===== src/rtl/fwd_hazard_unit_if.sv =====
`default_nettype none
// ============================================================================
// fwd_hazard_unit_if : ID-stage request / EX-stage forwarding response bundle
// Rev 1.0
// ============================================================================
interface fwd_hazard_unit_if #(
  parameter int NUM_SRC = 2,
  parameter int DEPTH   = 3,
  parameter int REG_W   = 5,
  parameter int LAT_W   = 2,
  parameter int SEL_W   = $clog2(DEPTH + 1)
);
  logic                     id_valid;
  logic [NUM_SRC*REG_W-1:0] id_rs;
  logic [NUM_SRC-1:0]       id_rs_used;
  logic [REG_W-1:0]         id_rd;
  logic                     id_reg_write;
  logic [LAT_W-1:0]         id_lat;
  logic                     flush;
  logic                     stall;
  logic                     ex_valid;
  logic [NUM_SRC*SEL_W-1:0] ex_fwd_sel;
  logic [31:0]              stall_count;

  modport master (
    output id_valid, id_rs, id_rs_used, id_rd, id_reg_write, id_lat, flush,
    input  stall, ex_valid, ex_fwd_sel, stall_count
  );

  modport slave (
    input  id_valid, id_rs, id_rs_used, id_rd, id_reg_write, id_lat, flush,
    output stall, ex_valid, ex_fwd_sel, stall_count
  );
endinterface
`default_nettype wire


===== src/rtl/fwd_hazard_unit.sv =====
`default_nettype none
// ============================================================================
// fwd_hazard_unit : forwarding select and load-use / multi-cycle stall control
// at the ID/EX boundary.  Rev 1.0
// ============================================================================
module fwd_hazard_unit #(
  parameter int NUM_SRC = 2,
  parameter int DEPTH   = 3,
  parameter int REG_W   = 5,
  parameter int LAT_W   = 2,
  parameter int SEL_W   = $clog2(DEPTH + 1)
) (
  input  wire logic        clk,
  input  wire logic        rst,
  fwd_hazard_unit_if.slave bus
);
  localparam int C_MAX_LAT = DEPTH - 1;

  logic [DEPTH-1:0]         valid_q;
  logic [DEPTH-1:0]         wen_q;
  logic [REG_W-1:0]         rd_q  [DEPTH];
  logic [LAT_W-1:0]         lat_q [DEPTH];
  logic                     ex_valid_q;
  logic [NUM_SRC*SEL_W-1:0] ex_fwd_sel_q;
  logic [NUM_SRC*SEL_W-1:0] ex_fwd_sel_d;
  logic [31:0]              stall_cnt_q;

  int                       w_eff_lat [DEPTH];
  logic [NUM_SRC-1:0]       w_found;
  logic [NUM_SRC-1:0]       w_not_ready;
  logic                     w_stall;
  logic                     w_accept;

  always_comb begin
    for (int k = 0; k < DEPTH; k++) begin
      w_eff_lat[k] = (int'(lat_q[k]) > C_MAX_LAT) ? C_MAX_LAT : int'(lat_q[k]);
    end
  end

  // Scan entries youngest-first; only the first match per source counts.
  always_comb begin
    w_found      = '0;
    w_not_ready  = '0;
    ex_fwd_sel_d = '0;
    for (int i = 0; i < NUM_SRC; i++) begin
      for (int k = 0; k < DEPTH; k++) begin
        if (!w_found[i] && valid_q[k] && wen_q[k] && bus.id_rs_used[i] &&
            (rd_q[k] == bus.id_rs[i*REG_W +: REG_W]) && (rd_q[k] != '0)) begin
          w_found[i] = 1'b1;
          if (k < w_eff_lat[k]) begin
            w_not_ready[i] = 1'b1;
          end else begin
            ex_fwd_sel_d[i*SEL_W +: SEL_W] = SEL_W'(k + 1);
          end
        end
      end
    end
  end

  assign w_stall  = bus.id_valid & ~bus.flush & (|w_not_ready);
  assign w_accept = bus.id_valid & ~w_stall & ~bus.flush;

  // Metadata shifts unconditionally; only the valid bits need reset/flush.
  always_ff @(posedge clk) begin
    for (int k = DEPTH - 1; k > 0; k--) begin
      rd_q[k]  <= rd_q[k-1];
      wen_q[k] <= wen_q[k-1];
      lat_q[k] <= lat_q[k-1];
    end
    rd_q[0]  <= bus.id_rd;
    wen_q[0] <= bus.id_reg_write;
    lat_q[0] <= bus.id_lat;

    if (rst) begin
      valid_q      <= '0;
      ex_valid_q   <= 1'b0;
      ex_fwd_sel_q <= '0;
      stall_cnt_q  <= '0;
    end else begin
      if (bus.flush) begin
        valid_q <= '0;
      end else begin
        for (int k = DEPTH - 1; k > 0; k--) begin
          valid_q[k] <= valid_q[k-1];
        end
        valid_q[0] <= w_accept;
      end
      ex_valid_q   <= w_accept;
      ex_fwd_sel_q <= w_accept ? ex_fwd_sel_d : '0;
      if (w_stall && (stall_cnt_q != 32'hFFFF_FFFF)) begin
        stall_cnt_q <= stall_cnt_q + 32'd1;
      end
    end
  end

  assign bus.stall       = w_stall;
  assign bus.ex_valid    = ex_valid_q;
  assign bus.ex_fwd_sel  = ex_fwd_sel_q;
  assign bus.stall_count = stall_cnt_q;
endmodule
`default_nettype wire


===== src/flat_wrapper.sv =====
// flat-port wrapper written by rule: the top's interface ports become plain ports
module fwd_hazard_unit_flat 
#(
  parameter int NUM_SRC = 2,
  parameter int DEPTH   = 3,
  parameter int REG_W   = 5,
  parameter int LAT_W   = 2,
  parameter int SEL_W   = $clog2(DEPTH + 1)
)
  (clk, rst, bus_id_valid, bus_id_rs, bus_id_rs_used, bus_id_rd, bus_id_reg_write, bus_id_lat, bus_flush, bus_stall, bus_ex_valid, bus_ex_fwd_sel, bus_stall_count);
  fwd_hazard_unit_if #(.NUM_SRC(NUM_SRC), .DEPTH(DEPTH), .REG_W(REG_W), .LAT_W(LAT_W), .SEL_W(SEL_W)) bus_i ();
  input  wire logic clk;
  input  wire logic rst;
  input wire logic [$bits(bus_i.id_valid)-1:0] bus_id_valid;
  input wire logic [$bits(bus_i.id_rs)-1:0] bus_id_rs;
  input wire logic [$bits(bus_i.id_rs_used)-1:0] bus_id_rs_used;
  input wire logic [$bits(bus_i.id_rd)-1:0] bus_id_rd;
  input wire logic [$bits(bus_i.id_reg_write)-1:0] bus_id_reg_write;
  input wire logic [$bits(bus_i.id_lat)-1:0] bus_id_lat;
  input wire logic [$bits(bus_i.flush)-1:0] bus_flush;
  output wire logic [$bits(bus_i.stall)-1:0] bus_stall;
  output wire logic [$bits(bus_i.ex_valid)-1:0] bus_ex_valid;
  output wire logic [$bits(bus_i.ex_fwd_sel)-1:0] bus_ex_fwd_sel;
  output wire logic [$bits(bus_i.stall_count)-1:0] bus_stall_count;
  assign bus_i.id_valid = bus_id_valid;
  assign bus_i.id_rs = bus_id_rs;
  assign bus_i.id_rs_used = bus_id_rs_used;
  assign bus_i.id_rd = bus_id_rd;
  assign bus_i.id_reg_write = bus_id_reg_write;
  assign bus_i.id_lat = bus_id_lat;
  assign bus_i.flush = bus_flush;
  assign bus_stall = bus_i.stall;
  assign bus_ex_valid = bus_i.ex_valid;
  assign bus_ex_fwd_sel = bus_i.ex_fwd_sel;
  assign bus_stall_count = bus_i.stall_count;
  fwd_hazard_unit #(.NUM_SRC(NUM_SRC), .DEPTH(DEPTH), .REG_W(REG_W), .LAT_W(LAT_W), .SEL_W(SEL_W)) u_core (.clk(clk), .rst(rst), .bus(bus_i));
endmodule

===== config.mk =====
export PLATFORM = sky130hd
export DESIGN_NAME = fwd_hazard_unit_flat
export DESIGN_NICKNAME = d
export VERILOG_FILES = /design/src/rtl/fwd_hazard_unit_if.sv /design/src/rtl/fwd_hazard_unit.sv /design/src/flat_wrapper.sv
export SDC_FILE = /design/constraint.sdc
export NUM_CORES = 1
export LEC_CHECK = 0
export ABC_CLOCK_PERIOD_IN_PS = 4100
export CAP_MARGIN = 20
export CORE_MARGIN = 2
export CORE_UTILIZATION = 38
export DETAILED_ROUTE_END_ITERATION = 8
export SETUP_SLACK_MARGIN = 0.3
export SLEW_MARGIN = 20
export SYNTH_ARGS = -nofsm -noshare
export SYNTH_HDL_FRONTEND = slang
export SYNTH_SLANG_ARGS = --single-unit

===== constraint.sdc =====
create_clock -name clk -period 4.1 [get_ports clk]
set_clock_uncertainty 0.1 [all_clocks]
set_input_delay 0.82 -clock clk [delete_from_list [all_inputs] [get_ports clk]]
set_output_delay 0.82 -clock clk [all_outputs]
set_load 0.02 [all_outputs]

; ---- After elaboration in Yosys (flattened, before gate mapping)
; Memory sizes are Yosys's and may differ from the RTL's.
; Cells that the tools add are included.
[word_totals]
input_bits = 24
ff_bits = 43
output_inout_bits = 38
rom_bits = 0
latchBits = 0
ram_bits = 21
wordCells = 95
memories = 2
[classes]
order_cmp = 6
n_addsub = 1
muxes = 29
bitwise = 7
multipliers = 0
n_reduce_logical = 38
shifts = 0
div_mod_pow = 0
n_eq_ne = 7
[memory_table]
columns = memory, depth, width, rd, rd_ports_with_merged_regs, wr, line_no
row1 = u_core.rd_q, 3, 5, 3, 0, 3, fwd_hazard_unit.sv:21  ; logic [REG_W-1:0] rd_q [DEPTH];
row2 = u_core.lat_q, 3, 2, 3, 0, 3, fwd_hazard_unit.sv:22  ; logic [LAT_W-1:0] lat_q [DEPTH];
[ops]
columns = op, n
row1 = $add A32 B1 Y32 const B, 1
row2 = $lt A1 B32 Y1 const A, 1
row3 = $lt A2 B32 Y1 const A, 1
row4 = $lt A3 B32 Y1 const A, 1
row5 = $ne A32 B32 Y1 const B, 1
row6 = $eq A5 B5 Y1, 6
row7 = $logic_and A1 B1 Y1, 28
row8 = $mux W2, 13
row9 = $mux W1, 16
row10 = $reduce_bool A5 Y1, 3
row11 = $gt A2 B2 Y1 const B, 3
row12 = $reduce_or A2 Y1, 3
row13 = $and A1 B1 Y1, 4
row14 = $logic_not A1 Y1, 4
row15 = $not A1 Y1, 3

; ---- Longest topological paths before layout
[depth]
ltp_word = 26
mapped_depth = 10
depth_no_buf = 8

; ---- Worst setup path before layout
; Ideal clock, no wire load.
[synth_timing]
kind = input-to-output
start = in bus_id_rs[7]
end = out bus_stall
t_required_ps = 3180
stages = 8
path_buffers = 2
path_slack_ps = 610
arrival_ps = 2570
path_cell_list = xor2_1 -> nor4_1 -> and4b_1 -> nand2_1 -> a222oi_1 -> buf_6 -> buf_6 -> nor2_1
[synth_between]
elab_chain_len = 20
elab_cells_between_ends = 26
cone_classes = eq/ne (3) / mux (7) / bitwise (1) / reduce/logical (15)
[synth_lines]
columns = element, line_no
row1 = from (decl), flat_wrapper.sv:15  ; input wire logic [$bits(bus_i.id_rs)-1:0] bus_id_rs;
row2 = $eq A5 B5 Y1, fwd_hazard_unit.sv:48  ; (rd_q[k] == bus.id_rs[i*REG_W +: REG_W]) && (rd_q[k] != '0)) begin
row3 = $logic_and A1 B1 Y1, fwd_hazard_unit.sv:47  ; if (!w_found[i] && valid_q[k] && wen_q[k] && bus.id_rs_used[i] &&
row4 = $logic_and A1 B1 Y1, fwd_hazard_unit.sv:48
row5 = $mux W1, fwd_hazard_unit.sv:47
row6 = $logic_not A1 Y1, fwd_hazard_unit.sv:47
row7 = $logic_and A1 B1 Y1 (4 in series), fwd_hazard_unit.sv:47
row8 = $logic_and A1 B1 Y1, fwd_hazard_unit.sv:48
row9 = $mux W1, fwd_hazard_unit.sv:47
row10 = $logic_not A1 Y1, fwd_hazard_unit.sv:47
row11 = $logic_and A1 B1 Y1 (4 in series), fwd_hazard_unit.sv:47
row12 = $logic_and A1 B1 Y1, fwd_hazard_unit.sv:48
row13 = $mux W1 (*), fwd_hazard_unit.sv:47
row14 = $reduce_or A2 Y1 (*), fwd_hazard_unit.sv:60  ; assign w_stall = bus.id_valid & ~bus.flush & (|w_not_ready);
row15 = $and A1 B1 Y1 (*), fwd_hazard_unit.sv:60
row16 = to (decl), flat_wrapper.sv:21  ; output wire logic [$bits(bus_i.stall)-1:0] bus_stall;
; Every way passes the cells marked *; elsewhere a longest branch is shown, timed or not.

; ---- Final worst setup path
[layout_timing]
start = in bus_id_rs[2]
end = out bus_stall
; Same word-level chain as after synthesis.

==> reports/metrics.yaml <==
outcome: "completed"
yosysMostFrequentCell: "dfxtp_1"
cts_buffer_depth: 2
required_ns: 3.18
slew_viol_final: 0
antenna_found_initial: 0
hp-start: "u_core.lat_q[0][1]$_DFF_P_"
synth.distinct_cells: 43
final-setup-viol-count: 0
path_class: "input pin to primary output"
htreeDepth: 3
first_pass_iters: 6
critPathSlowestCell: "clkdlybuf4s50_1"
clockRootBuffer: "clkbuf_8"
synth-edff-count: 0
ys_seq_area_share_pct: 41.6
syn-num-nets: 349
ir_drop_mv: 0.185
diodes: 0
grt_pass1_vias: 2567
leakage_nw: 1.33
overflow: 0
grt_max_degree: 60
cts_tree: "yes"
postSynthAreaPerCell_sq_um: 9.06
min_period_over_period_pct: 88.1
clk_pin_slew_worst_paths_ns: 0.07
clk_latency_ns: 0.33
tns_ns: 0
drtIter0Drc: 90
endpoint_kind: "primary output"
drive_above_1_share_pct: 11.1
timing.rr.start: "u_core.rd_q[0][1]$_DFF_P_"
drt_wl_total_um: 7400
powerDensity_nw_per_um2: 329
final_util_pct: 51.4
async_flop_share_pct: 0
route.detailed.drc: 0
synth.area.top_cells: "dfxtp_1 42%, or4_1 7.9%, o31ai_1 6.1%"
max_cap_viol_count: 0
critPathArrivalTime_ns: 2.69
start_util_pct: 38.6
grt_pass1_wl_um: 12300
cp_top_family: "buffers and inverters"
globalRouteTotalUtil_pct: 18.2
ioPinCount: 62
routedWlPerCell_um: 14.9
reg2reg_depth: 9
area_delta_synth_final_pct: 33.2
num_vias: 2698
antenna_left: 0
syn_inst: 324
die_h_um: 91.9
rsz0062_at_grt: "no"
synth_common_cells: "61 x dfxtp_1, 31 x or4_1, 25 x a21oi_1"
slew-limit-headroom_pct: 37.5
placed_cell_area_sq_um: 3670
place.gp.congestion: 0.848
clock-sinks: 61
timing.critical_path.buf_inv: 3
hp-class: "register to register"
worstMarginPinSlew_ns: 0.934
netlist.area_leader.share_pct: 41.6
preCtsSetupSlack_ns: -0.0419
ys_warn_count: 0
timing.final.ws_setup_ns: 0.488
ys_ff_latch: 61
fp.coreArea_sq_um: 7610
fin_area_sq_um: 3910
r2r-end: "u_core.bus.stall_count[28]$_SDFFE_PP0P_"
max_stage_delay_ns: 0.50
holdWs_ns: 0.256
synth_area_sq_um: 2940
ctsHoldBuffers: 0
crit_chain: "clkdlybuf4s50_1 > xnor2_1 > nand2_1 > o31ai_4 > nor3_4 > a222oi_1 > buf_4 > nor2_1 > buf_2"
dieWidth_um: 91.9
final_nets: 416
io_buffers: 61
hold_violations: 0
start_kind: "input pin"
whs_path_depth: 0
detailed_place_hpwl_um: 5060
r2r_slack_ns: 0.93
fmax_mhz: 277
period_needed_ns: 3.61
rows: 32
synth_flop_cell: "dfxtp_1"
path_max_fanout: 3
path_depth: 9
synth_area_leader_cell: "dfxtp_1"
dieArea_sq_um: 8440
fillCellCount: 727
numCtsBuffers: 9
vias_per_cell: 5.42
min_to: "u_core.lat_q[0][3]$_DFF_P_"
==> area by class of cell <==
type | count | area [sq um] | share of cell area [%]
clock buffer | 9 | 124 | 3.17
tap | 102 | 128 | 3.26
clock inverter | 7 | 90.1 | 2.30
multi-input combinational | 238 | 1610 | 41.2
timing repair buffer | 75 | 714 | 18.3
inverter | 6 | 22.5 | 0.576
sequential | 61 | 1220 | 31.2
==> metal layers <==
metal / GRT usage [%] / wire [um] / up-vias / share of wire (%)
li1: - / - / 1347 / -
met1: 24.2 / 3550 / 1271 / 48
met2: 29.2 / 3460 / 70 / 47
met3: 3.20 / 267 / 10 / 3.6
met4: 7.59 / 123 / 0 / 1.7
met5: 0 / 0 / - / 0
==> what timing repair did <==
action                                  CTS  global route
setup buffers                             1             0
endpoints found under the setup margin    1             2
resized for setup                         5             5
pin swaps                                 2             2
==> through the flow <==
stage               instances  power [W]
global placement          481   0.000720
global route              498    0.00134
finish                    498    0.00129
detailed placement        481   0.000720
CTS                       498    0.00130
floorplan                 324   0.000671
==> placed cells by master (no fill, tap or decap), types with 2 or more instances in the layout <==
cell type        instances
nor3_1                   6
clkbuf_8                 9
or3_1                    3
o21ai_0                  4
clkinv_2                 3
and4_1                   4
clkdlybuf4s50_1         57
o31ai_1                 24
nand2_1                 12
nand3_1                 21
dlymetal6s2s_1           2
bufinv_16                2
xor2_1                  15
dfxtp_1                 61
and3_1                   8
a21oi_1                 25
nor2_1                  15
nand4_1                  8
nand2b_1                 2
xnor2_1                 15
o211ai_2                 2
buf_4                   14
nor3b_1                  2
inv_1                    6
nor4_1                   4
mux2_1                   2
mux2_2                   4
clkinvlp_4               2
nor2b_1                  9
and2_1                   6
or4_1                   31
==> kinds of logic after synthesis <==
kind of cell	count (synthesis)	synth area share [%]
AND/OR/NAND/NOR	139	28.5
flip-flops	61	41.6
multiplexers	6	2.30
adder cells (fa/ha/maj)	1	0.426
XOR/XNOR	30	8.95
buffers and inverters	25	4.18
AO/OA/AOI/OAI	62	14.0
==> power breakdown <==
| group | internal [W] | total [W] | switching [W] |
|---|---|---|---|
| registers | 0.000605 | 0.000618 | 0.0000131 |
| clock network | 0.000339 | 0.000579 | 0.000240 |
| logic | 0.0000468 | 0.0000911 | 0.0000443 |
==> worst max path at each step <==
stage,to,from,slack [ns]
6_report,bus_stall,bus_id_rs[2],0.49
5_1_grt,bus_stall,bus_id_rs[4],0.34
4_1_cts,bus_stall,bus_id_rs[7],0.35
3_5_place_dp,bus_stall,bus_id_rs[8],-0.04
3_3_place_gp,bus_stall,bus_id_rs[8],-0.1
2_1_floorplan,bus_stall,bus_id_rs[7],0.61
==> registers in the layout (all words and copies together), names as in the netlist <==
signal / cells
u_core.bus.ex_fwd_sel: 4
u_core.bus.ex_valid: 1
u_core.lat_q: 3
u_core.rd_q: 15
u_core.bus.stall_count: 32
u_core.wen_q: 3
u_core.valid_q: 3
Note: power is estimated with default switching activity, not from simulation.
